## src/rtl/stack_op_sequencer.sv

```systemverilog
// Stack operation sequencer: owns the architectural stack pointer and runs
// PUSH / POP / CALL / RET one at a time against a shared data-memory port.
// Full-descending stack: SP_RESET is the empty value, SP_LIMIT the lowest
// legal SP. The SP is committed only when the memory access completes.
module stack_op_sequencer #(
  parameter logic [31:0] SP_RESET = 32'd1023,
  parameter logic [31:0] SP_LIMIT = 32'd768
) (
  input  logic        clk,
  input  logic        rst,
  // execute-stage request
  input  logic        op_valid,
  output logic        op_ready,
  input  logic [2:0]  op_code,
  input  logic [31:0] op_wdata,
  // direct SP load
  input  logic        sp_wr_en,
  input  logic [31:0] sp_wr_data,
  output logic [31:0] sp_out,
  // data-memory port
  output logic        mem_req,
  output logic        mem_we,
  output logic [31:0] mem_addr,
  output logic [31:0] mem_wdata,
  input  logic        mem_ack,
  input  logic [31:0] mem_rdata,
  // response
  output logic        resp_valid,
  input  logic        resp_ready,
  output logic [31:0] resp_data,
  output logic        resp_fault,
  output logic [1:0]  resp_err
);

  typedef enum logic [1:0] {
    ST_IDLE = 2'd0,
    ST_MEM  = 2'd1,
    ST_RESP = 2'd2
  } state_t;

  localparam logic [2:0] OP_PUSH = 3'b001;
  localparam logic [2:0] OP_POP  = 3'b010;
  localparam logic [2:0] OP_CALL = 3'b011;
  localparam logic [2:0] OP_RET  = 3'b100;

  localparam logic [1:0] ERR_NONE    = 2'b00;
  localparam logic [1:0] ERR_OVF     = 2'b01;
  localparam logic [1:0] ERR_UNF     = 2'b10;
  localparam logic [1:0] ERR_ILLEGAL = 2'b11;

  state_t      state_q, state_d;
  logic [31:0] sp_q, sp_d;
  logic        mem_req_q, mem_req_d;
  logic        mem_we_q, mem_we_d;
  logic [31:0] mem_addr_q, mem_addr_d;
  logic [31:0] mem_wdata_q, mem_wdata_d;
  logic        resp_valid_q, resp_valid_d;
  logic [31:0] resp_data_q, resp_data_d;
  logic        resp_fault_q, resp_fault_d;
  logic [1:0]  resp_err_q, resp_err_d;

  logic        push_class;
  logic        pop_class;
  logic [1:0]  fault_code;
  logic        accept;

  // A direct SP load wins over an operation request; nothing is accepted
  // while reset is held.
  assign op_ready = rst && (state_q == ST_IDLE) && !sp_wr_en;
  assign accept   = op_valid && op_ready;

  // Opcode decode and bounds check against the committed SP.
  always_comb begin
    push_class = (op_code == OP_PUSH) || (op_code == OP_CALL);
    pop_class  = (op_code == OP_POP)  || (op_code == OP_RET);
    fault_code = ERR_NONE;
    if (!push_class && !pop_class) begin
      fault_code = ERR_ILLEGAL;
    end else if (push_class && (sp_q == SP_LIMIT)) begin
      fault_code = ERR_OVF;
    end else if (pop_class && (sp_q == SP_RESET)) begin
      fault_code = ERR_UNF;
    end
  end

  // Next-state and next-output computation for the IDLE/MEM/RESP sequencer.
  always_comb begin
    state_d      = state_q;
    sp_d         = sp_q;
    mem_req_d    = mem_req_q;
    mem_we_d     = mem_we_q;
    mem_addr_d   = mem_addr_q;
    mem_wdata_d  = mem_wdata_q;
    resp_valid_d = resp_valid_q;
    resp_data_d  = resp_data_q;
    resp_fault_d = resp_fault_q;
    resp_err_d   = resp_err_q;

    unique case (state_q)
      ST_IDLE: begin
        if (sp_wr_en) begin
          sp_d = sp_wr_data;
        end else if (accept) begin
          if (fault_code != ERR_NONE) begin
            // Faults skip memory entirely and leave SP untouched.
            state_d      = ST_RESP;
            resp_valid_d = 1'b1;
            resp_fault_d = 1'b1;
            resp_err_d   = fault_code;
            resp_data_d  = 32'd0;
          end else begin
            // Address/data are latched here and held for the whole access.
            state_d   = ST_MEM;
            mem_req_d = 1'b1;
            if (push_class) begin
              mem_we_d    = 1'b1;
              mem_addr_d  = sp_q - 32'd1;
              mem_wdata_d = op_wdata;
            end else begin
              mem_we_d    = 1'b0;
              mem_addr_d  = sp_q;
              mem_wdata_d = 32'd0;
            end
          end
        end
      end

      ST_MEM: begin
        if (mem_ack) begin
          // Completion: commit SP and build the response in one step.
          state_d      = ST_RESP;
          mem_req_d    = 1'b0;
          resp_valid_d = 1'b1;
          resp_fault_d = 1'b0;
          resp_err_d   = ERR_NONE;
          if (mem_we_q) begin
            sp_d        = sp_q - 32'd1;
            resp_data_d = 32'd0;
          end else begin
            sp_d        = sp_q + 32'd1;
            resp_data_d = mem_rdata;
          end
        end
      end

      ST_RESP: begin
        if (resp_ready) begin
          state_d      = ST_IDLE;
          resp_valid_d = 1'b0;
        end
      end

      default: begin
        state_d      = ST_IDLE;
        mem_req_d    = 1'b0;
        resp_valid_d = 1'b0;
      end
    endcase
  end

  // State and registered outputs; reset abandons any access in flight.
  always_ff @(posedge clk or negedge rst) begin
    if (!rst) begin
      state_q      <= ST_IDLE;
      sp_q         <= SP_RESET;
      mem_req_q    <= 1'b0;
      mem_we_q     <= 1'b0;
      mem_addr_q   <= 32'd0;
      mem_wdata_q  <= 32'd0;
      resp_valid_q <= 1'b0;
      resp_data_q  <= 32'd0;
      resp_fault_q <= 1'b0;
      resp_err_q   <= ERR_NONE;
    end else begin
      state_q      <= state_d;
      sp_q         <= sp_d;
      mem_req_q    <= mem_req_d;
      mem_we_q     <= mem_we_d;
      mem_addr_q   <= mem_addr_d;
      mem_wdata_q  <= mem_wdata_d;
      resp_valid_q <= resp_valid_d;
      resp_data_q  <= resp_data_d;
      resp_fault_q <= resp_fault_d;
      resp_err_q   <= resp_err_d;
    end
  end

  assign sp_out     = sp_q;
  assign mem_req    = mem_req_q;
  assign mem_we     = mem_we_q;
  assign mem_addr   = mem_addr_q;
  assign mem_wdata  = mem_wdata_q;
  assign resp_valid = resp_valid_q;
  assign resp_data  = resp_data_q;
  assign resp_fault = resp_fault_q;
  assign resp_err   = resp_err_q;

endmodule

```

## config.mk

```make
export PLATFORM = sky130hd
export DESIGN_NAME = stack_op_sequencer
export DESIGN_NICKNAME = d
export VERILOG_FILES = /design/src/rtl/stack_op_sequencer.sv
export SDC_FILE = /design/constraint.sdc
export NUM_CORES = 1
export LEC_CHECK = 0
export CORE_MARGIN = 4
export CORE_UTILIZATION = 41
export CTS_BUF_LIST = sky130_fd_sc_hd__clkbuf_2 sky130_fd_sc_hd__clkbuf_4 sky130_fd_sc_hd__clkbuf_8
export DETAILED_ROUTE_END_ITERATION = 10
export PLACE_DENSITY = 0.7
export SYNTH_ARGS = -nofsm -noshare
export SYNTH_HDL_FRONTEND = slang
export SYNTH_SLANG_ARGS = --single-unit
```

## constraint.sdc

```tcl
create_clock -name clk -period 3 [get_ports clk]
set_input_delay 0.6 -clock clk [delete_from_list [all_inputs] [get_ports clk]]
set_output_delay 0.6 -clock clk [all_outputs]
set_load 0.005 [all_outputs]
```

==> impl_metrics.tcl, run 1 <==
set metrics [dict create \
    grtUsageTotal_pct 23.8 \
    min_path_type "in -> async" \
    power_density_nw_per_um2 692 \
    clock_sinks 136 \
    syn-num-nets 941 \
    drt_iter0_drc 995 \
    cp_max_fo 11 \
    cts_tree "done" \
    drt_wl_total_um 26200 \
    setup_tns_ns 0 \
    setup_viol 0 \
    end_kind "flip-flop" \
    required_ns 3.32 \
    core_sq_um 18800 \
    hold_buffers 0 \
    cts_buffer_depth 2 \
    yosys_register_bits 136 \
    cts-root-buf "clkbuf_8" \
    antenna_found_initial 0 \
    yosysWarnings 0 \
    max-vdd-ir-drop_mv 0.374 \
    grt_pass1_vias 7427 \
    antenna_cells 0 \
    cts-buffers-inserted 17 \
    fmax_mhz 355 \
    worstSkewPairLatency_ns 0.45 \
    post_drt_wl_per_cell_um 19.7 \
    p_leak_uw 0.00438 \
    syn_to_final_growth_pct 40.1 \
    synth.avg_cell_area_sq_um 9.51 \
    crit_start "sp_out[0]$_DFFE_PN1P_" \
    power_uw 7680 \
    synth_area_leaders "dfrtp_1 40%, mux2i_1 4.4%, a22o_1 3.8%" \
    dr.pass1.iters 5 \
    hold_violations 0 \
    post_cts_buffers 0 \
    synth_ff_type "dfrtp_1" \
    drive_gt1_share_pct 13.4 \
    post-route-period-util_pct 93.8 \
    clock_skew_ns 0.0136 \
    rows 50 \
    ys_seq_area_share_pct 43.1 \
    grt_pass1_wl_um 41500 \
    finalMaxSlewViolations 0 \
    rr_startpoint "sp_out[0]$_DFFE_PN1P_" \
    synth.most_common_cell "dfrtp_1" \
    synth.top_cell.area_share_pct 39.8 \
    die_h_um 147 \
    nets 1167 \
    fin_ws_ns 0.186 \
    vias 7604 \
    drv_cap 0 \
    synth_cells 833 \
    holdWs_ns 0.350 \
    synth-edff-count 0 \
    clkSlewWorstSetupHoldPaths_ns 0.09 \
    start_util_pct 42.1 \
    dp_hpwl_um 18700 \
    die-width_um 147 \
    synth_common_cells "126 x dfrtp_1, 78 x nand2_1, 50 x clkbuf_1" \
    post-route-util_pct 59.0 \
    grt_overflow 0 \
    post_cts_resized 0 \
    cts-htree-levels 4 \
    viasPerCell 5.71 \
    gp_congestion 0.893 \
    place_ws_ns 0.125 \
    yosys.area.top_type "dfrtp_1" \
    ys_async_sr_fraction_pct 100 \
    start_kind "flip-flop" \
    ios 240 \
    syn_area_sq_um 7930 \
    synth.distinct_cells 78 \
    tightestPinTransition_ns 0.987 \
    drcViolationCount 0 \
    design.die.area_sq_um 21600 \
    status "complete, no violations" \
    final_antenna_net_count 0 \
    numPortBuffers 239 \
    grt_max_degree 71 \
    period_minus_slack_ns 2.81 \
    slew_headroom_pct 34.2 \
    arrival_ns 3.14 \
    rsz0062_at_grt "no" \
    criticalPathCategory "reg -> reg" \
]
per-stage QoR:
| step | cell area [sq um] | cells |
|---|---|---|
| CTS | 11100 | 1332 |
| finish | 11100 | 1332 |
| floorplan | 7930 | 833 |
| detailed placement | 10700 | 1300 |
| global route | 11100 | 1332 |
| global placement | 10700 | 1300 |
report_power, final:
part	leakage (uW)	total, uW	switching (uW)	internal [uW]
clock	0.000212	1670	813	857
combinational	0.00247	3030	1240	1790
sequential	0.00170	2980	544	2440
logic make-up (layout without fill, tap and decap cells):
| logic type | count (synthesis) | count (layout) | synth area share (%) |
|---|---|---|---|
| AO/OA/AOI/OAI | 160 | 160 | 14.9 |
| multiplexers | 71 | 71 | 9.54 |
| XOR/XNOR | 36 | 36 | 3.98 |
| adder cells (fa/ha/maj) | 3 | 3 | 0.474 |
| AND/OR/NAND/NOR | 304 | 304 | 21.2 |
| buffers and inverters | 123 | 362 | 6.85 |
| flip-flops | 136 | 136 | 43.1 |
final timing paths:
kind | endpoint | slack, ns | depth (start not counted)
max in group asynchronous | mem_addr[31]$_DFFE_PN0P_ | 1.13 | 3
max reg2reg | sp_out[16]$_DFFE_PN0P_ | 0.19 | 6
min in group clk | mem_req$_DFFE_PN0P_ | 0.48 | 1
min reg2reg | mem_req$_DFFE_PN0P_ | 0.48 | 1
max | sp_out[16]$_DFFE_PN0P_ | 0.19 | 6
min | resp_err[1]$_DFFE_PN0P_ | 0.35 | 2
layer usage:
layer | vias to the layer above | GRT usage [%] | wire length [um]
met5 | - | 0 | 0
met4 | 0 | 4.66 | 331
met3 | 28 | 6.35 | 2310
met2 | 374 | 38.3 | 12500
met1 | 3717 | 32.6 | 11100
li1 | 3485 | - | -
state kept, by name (all words and copies together), names as in the netlist:
register and flops:
mem_addr 32, mem_req 1, mem_wdata 32, mem_we 1, resp_data 32, resp_err 2, resp_fault 1, resp_valid 1
sp_out 32, state_q 2
worst max-delay path, stage by stage, from the launching register on:
cell	delay [ns]
dfstp_2	0.65
ha_1	0.43
inv_1	0.11
or4_1	0.64
or3_1	0.37
o311ai_0	0.36
a2bb2oi_1	0.12
layout make-up:
cell class	count	area, sq um
fill	1647	7730
multi-input combinational	574	3990
sequential	136	3420
timing repair buffer	287	2780
tap	260	325
clock buffer	18	241
clock inverter	14	189
inverter	43	161
layout by cell type (no fill, tap or decap), types with 4 or more instances in the layout:
cell type / netlist / layout
o21ai_0: 24 / 24
nand4_1: 26 / 26
nor3_1: 28 / 27
mux2_1: 10 / 10
a31oi_1: 6 / 6
nor4_1: 17 / 17
dfstp_2: 10 / 10
xor2_1: 13 / 13
a22o_1: 34 / 34
o31ai_1: 4 / 4
xnor2_1: 23 / 23
dfrtp_1: 126 / 126
a2bb2oi_1: 4 / 4
inv_1: 42 / 42
o22ai_1: 5 / 5
and4_1: 7 / 7
nand2_1: 78 / 78
or3_1: 8 / 8
a21oi_1: 30 / 30
nor2_1: 40 / 39
o211ai_1: 6 / 6
clkbuf_8: 0 / 17
inv_6: 0 / 4
nand3_1: 38 / 38
clkdlybuf4s50_1: 0 / 238
or4_1: 13 / 13
a211oi_1: 5 / 5
buf_4: 3 / 46
mux2i_1: 35 / 35
o2111ai_1: 5 / 5
mux2_2: 26 / 26
and3_1: 15 / 15
(Power assumes the default switching activity.)
==> run 2, diff against run 1 <==
MAX_ROUTING_LAYER = met4   (was default)
SETUP_SLACK_MARGIN = 0.02   (was default)
==> run 2 against run 1 <==
Non-clock buffer count unchanged. Design area unchanged. Flip-flop and latch count stayed put. Combinational power about the same. Via count grew 0.99%. Critical path depth is the same. Register-to-register slack about the same. Routed wire length is essentially flat. Sequential share of layout area stayed put. Critical path type unchanged. Die area unchanged. Count of clock-buffer cells in the layout did not move.
==> impl_metrics.tcl, run 2 (synthesis results as in run 1) <==
set metrics [dict create \
    status "complete, no violations" \
    end_kind "flip-flop" \
    p_leak_uw 0.00438 \
    fin_ws_ns 0.188 \
    power_density_nw_per_um2 693 \
    cts-root-buf "clkbuf_8" \
    post_cts_buffers 0 \
    rsz0062_at_grt "no" \
    slew_headroom_pct 33.9 \
    cp_max_fo 10 \
    hold_buffers 0 \
    hold_violations 0 \
    clkSlewWorstSetupHoldPaths_ns 0.09 \
    place_ws_ns 0.125 \
    finalMaxSlewViolations 0 \
    start_kind "flip-flop" \
    cts_tree "done" \
    fmax_mhz 356 \
    antenna_cells 0 \
    dr.pass1.iters 5 \
    design.die.area_sq_um 21600 \
    seq_area_sq_um 3420 \
    arrival_ns 3.13 \
    gp_congestion 0.908 \
    post_drt_wl_per_cell_um 19.7 \
    die_h_um 147 \
    dp_hpwl_um 18700 \
    drcViolationCount 0 \
    rows 50 \
    cts-htree-levels 4 \
    nets 1167 \
    clock_sinks 136 \
    core_sq_um 18800 \
    setup_tns_ns 0 \
    fill_cells 1647 \
    grtUsageTotal_pct 24.5 \
    final_antenna_net_count 0 \
    grt_overflow 0 \
    antenna_found_initial 0 \
    post_cts_resized 0 \
    vias 7679 \
    max-vdd-ir-drop_mv 0.375 \
    min_path_type "in -> async" \
    setup_viol 0 \
    period_minus_slack_ns 2.81 \
    ios 240 \
    tightestPinTransition_ns 0.991 \
    criticalPathCategory "reg -> reg" \
    drt_wl_total_um 26200 \
    cts-buffers-inserted 17 \
    cts_buffer_depth 2 \
    clock_skew_ns 0.0149 \
    worstSkewPairLatency_ns 0.45 \
    numPortBuffers 239 \
    mostFrequentLayoutCells "238 x clkdlybuf4s50_1, 126 x dfrtp_1, 78 x nand2_1, 46 x buf_4, 42 x inv_1" \
    post-route-period-util_pct 93.7 \
    grt_max_degree 71 \
    start_util_pct 42.1 \
    grt_pass1_wl_um 41500 \
    multiInputGateArea_sq_um 3990 \
    syn_to_final_growth_pct 40.1 \
    final_common_cell "clkdlybuf4s50_1" \
    die-width_um 147 \
    drt_iter0_drc 939 \
    viasPerCell 5.77 \
    grt_pass1_vias 7455 \
    drive_gt1_share_pct 13.4 \
    required_ns 3.32 \
    drv_cap 0 \
]
[run 2: cell counts in the layout (fill, tap and decap cells not counted)]
No cell type changed its count.
[run 2: report_power, final]
group | internal (uW) | leakage, uW | switching, uW
Clock | 857 | 0.000212 | 816
Combinational | 1790 | 0.00247 | 1250
Sequential | 2440 | 0.00170 | 548
Total | 5080 | 0.00438 | 2610
[run 2: worst paths after layout]
check | from | to | slack, ns | cells after the start
worst max register to register | sp_out[1]$_DFFE_PN1P_ | sp_out[16]$_DFFE_PN0P_ | 0.19 | 6
worst max-delay path | sp_out[1]$_DFFE_PN1P_ | sp_out[16]$_DFFE_PN0P_ | 0.19 | 6
max in group asynchronous | rst | mem_wdata[19]$_DFFE_PN0P_ | 1.14 | 3
worst min register to register | mem_req$_DFFE_PN0P_ | mem_req$_DFFE_PN0P_ | 0.48 | 1
worst min-delay path | rst | resp_err[1]$_DFFE_PN0P_ | 0.35 | 2
min in group clk | mem_req$_DFFE_PN0P_ | mem_req$_DFFE_PN0P_ | 0.48 | 1
[run 2: worst max-delay path, cell delays in order (launching register included)]
cell,delay (ns)
dfstp_2,0.66
ha_1,0.43
inv_1,0.11
or4_1,0.64
or3_1,0.37
o311ai_0,0.36
a2bb2oi_1,0.12
[run 2: area by class of cell]
type                       count  share of cell area (%)
clock buffer                  18                    2.17
clock inverter                14                    1.70
inverter                      43                    1.45
multi-input combinational    574                    36.0
sequential                   136                    30.8
tap                          260                    2.93
timing repair buffer         287                    25.0
[run 2: routing by layer]
metal	vias up	wire length [um]	global-route usage, %
met5	-	0	-
li1	3491	-	-
met2	383	12400	38.1
met4	0	433	4.80
met3	45	2160	5.92
met1	3760	11200	33.1
[run 2: metrics by stage]
step	instances	hold slack, ns	utilization [%]	cell area, sq um	power, uW
floorplan	833	0.304	-	7930	4190
global placement	1300	0.463	56.7	10700	6000
detailed placement	1300	0.466	56.7	10700	6040
CTS	1332	0.360	59.0	11100	7750
global route	1332	0.388	59.0	11100	8160
finish	1332	0.348	59.0	11100	7690
==> run 3, diff against run 2 <==
CORE_UTILIZATION = 49   (was 41)
CTS_CLUSTER_SIZE = 20   (was default)
PLACE_DENSITY = 0.82   (was 0.7)
==> run 3 against run 2 <==
Die area fell by 15%. Total power fell by 0.72%. Sequential share of layout area increased by 0.11 points. Combinational power about the same. Clock power fell by 4%. Clock skew increased by 0.0024 ns. Critical path depth decreased by 3. Final cell count shrank 3.5%. Utilization increased by 11 points. Via count decreased by 0.91%. Setup slack gained 0.12 ns. Critical path type is now reg -> out. Critical endpoint is now op_ready. Largest power group is now registers.
==> impl_metrics.tcl, run 3 (synthesis results as in run 1) <==
set metrics [dict create \
    post_drt_wl_per_cell_um 19.7 \
    arrival_ns 2.09 \
    vias 7609 \
    cts-buffers-inserted 17 \
    period_minus_slack_ns 2.69 \
    seqPwrFrac_pct 39.5 \
    drt_iter0_drc 939 \
    swShare_pct 34.2 \
    post_cts_resized 0 \
    core_sq_um 15900 \
    clock_sinks 136 \
    syn_to_final_growth_pct 39.6 \
    p_clk_share_pct 20.9 \
    post-route-period-util_pct 89.8 \
    grt_pass1_wl_um 40400 \
    end_kind "output pin" \
    grt_overflow 0 \
    finalNonFillerCells 1286 \
    drt_wl_total_um 25300 \
    dp.cells 1254 \
    numPortBuffers 239 \
    finalMaxSlewViolations 0 \
    die-width_um 135 \
    path_buf_inv 2 \
    rows 46 \
    die_h_um 135 \
    min_path_type "in -> async" \
    slowest_stage "dfrtp_1" \
    status "complete, no violations" \
    grtUsageTotal_pct 28.7 \
    nets 1165 \
    power_density_nw_per_um2 691 \
    worstSkewPairLatency_ns 0.47 \
    drcViolationCount 0 \
    slew_headroom_pct 49.2 \
    p_int_uw 5020 \
    design.die.area_sq_um 18300 \
    p_leak_uw 0.00438 \
    hold_violations 0 \
    gp_congestion 0.977 \
    fmax_mhz 371 \
    drive_gt1_share_pct 13.3 \
    combPwrFrac_pct 39.6 \
    post_cts_buffers 0 \
    antenna_cells 0 \
    tightestPinTransition_ns 0.762 \
    mostFrequentLayoutCells "238 x clkdlybuf4s50_1, 126 x dfrtp_1, 78 x nand2_1, 42 x inv_1, 40 x buf_4" \
    dp_hpwl_um 17900 \
    hold_buffers 0 \
    setup_tns_ns 0 \
    drv_cap 0 \
    cp_max_fo 12 \
    grt_max_degree 137 \
    cts-root-buf "clkbuf_8" \
    cp_slowest_stage_delay_ns 0.54 \
    grt_pass1_vias 7543 \
    antenna_found_initial 0 \
    final_antenna_net_count 0 \
    start_kind "flip-flop" \
    viasPerCell 5.92 \
    path_delay_family "buffers and inverters" \
    dr.pass1.iters 6 \
    path_cells "nor4b_1, buf_4, clkdlybuf4s50_1" \
    cts-htree-levels 4 \
    clock_skew_ns 0.0173 \
    rsz0062_at_grt "no" \
    cts_buffer_depth 2 \
    final_common_cell "clkdlybuf4s50_1" \
    criticalPathCategory "reg -> out" \
    required_ns 2.40 \
    power.switching_uw 2620 \
    setup_viol 0 \
    max-vdd-ir-drop_mv 0.359 \
    ios 240 \
    start_util_pct 49.9 \
    clkSlewWorstSetupHoldPaths_ns 0.09 \
    cts_tree "done" \
]
==> run 3: final timing paths <==
| kind | slack, ns | end | cells past startpoint | startpoint |
|---|---|---|---|---|
| max reg2reg | 0.36 | sp_out[31]$_DFFE_PN0P_ | 5 | sp_out[6]$_DFFE_PN1P_ |
| max in group asynchronous | 2.14 | sp_out[24]$_DFFE_PN0P_ | 2 | rst |
| min in group clk | 0.48 | resp_valid$_DFFE_PN0P_ | 2 | resp_valid$_DFFE_PN0P_ |
| min reg2reg | 0.48 | resp_valid$_DFFE_PN0P_ | 2 | resp_valid$_DFFE_PN0P_ |
| min | 0.25 | sp_out[31]$_DFFE_PN0P_ | 2 | rst |
| max | 0.31 | op_ready | 3 | state_q[0]$_DFFE_PN0P_ |
==> run 3: through the flow <==
stage               util, %  hold WS (ns)  total power, uW  worst slack (ns)  area (sq um)
floorplan                 -         0.304             4190             0.575          7930
global placement       67.1         0.460             5960             0.268         10700
detailed placement     67.1         0.464             6050             0.162         10700
CTS                    69.6         0.341             7680             0.279         11100
global route           69.6         0.305             8100             0.126         11100
finish                 69.6         0.249             7640             0.306         11100
==> run 3: layout make-up <==
| type | count | area (sq um) |
|---|---|---|
| clock inverter | 14 | 161 |
| sequential | 136 | 3420 |
| timing repair buffer | 285 | 2810 |
| multi-input combinational | 574 | 3990 |
| clock buffer | 18 | 248 |
| inverter | 43 | 161 |
| fill | 1263 | 4820 |
| tap | 216 | 270 |
==> run 3: layer usage <==
layer / GRT usage, % / vias to the layer above / wire [um]
li1: - / 3495 / -
met1: 38.0 / 3645 / 10400
met2: 42.8 / 412 / 11900
met3: 6.50 / 57 / 2290
met4: 11.8 / 0 / 699
met5: - / - / 0
==> run 3: power by group through the flow <==
stage / logic, uW / clock network [uW] / registers (uW)
2_1_floorplan: 1320 / 0 / 2860
3_3_place_gp: 2940 / 0 / 3020
3_5_place_dp: 3020 / 0 / 3030
4_1_cts: 3040 / 1630 / 3010
5_1_grt: 3260 / 1720 / 3110
6_report: 3020 / 1600 / 3020
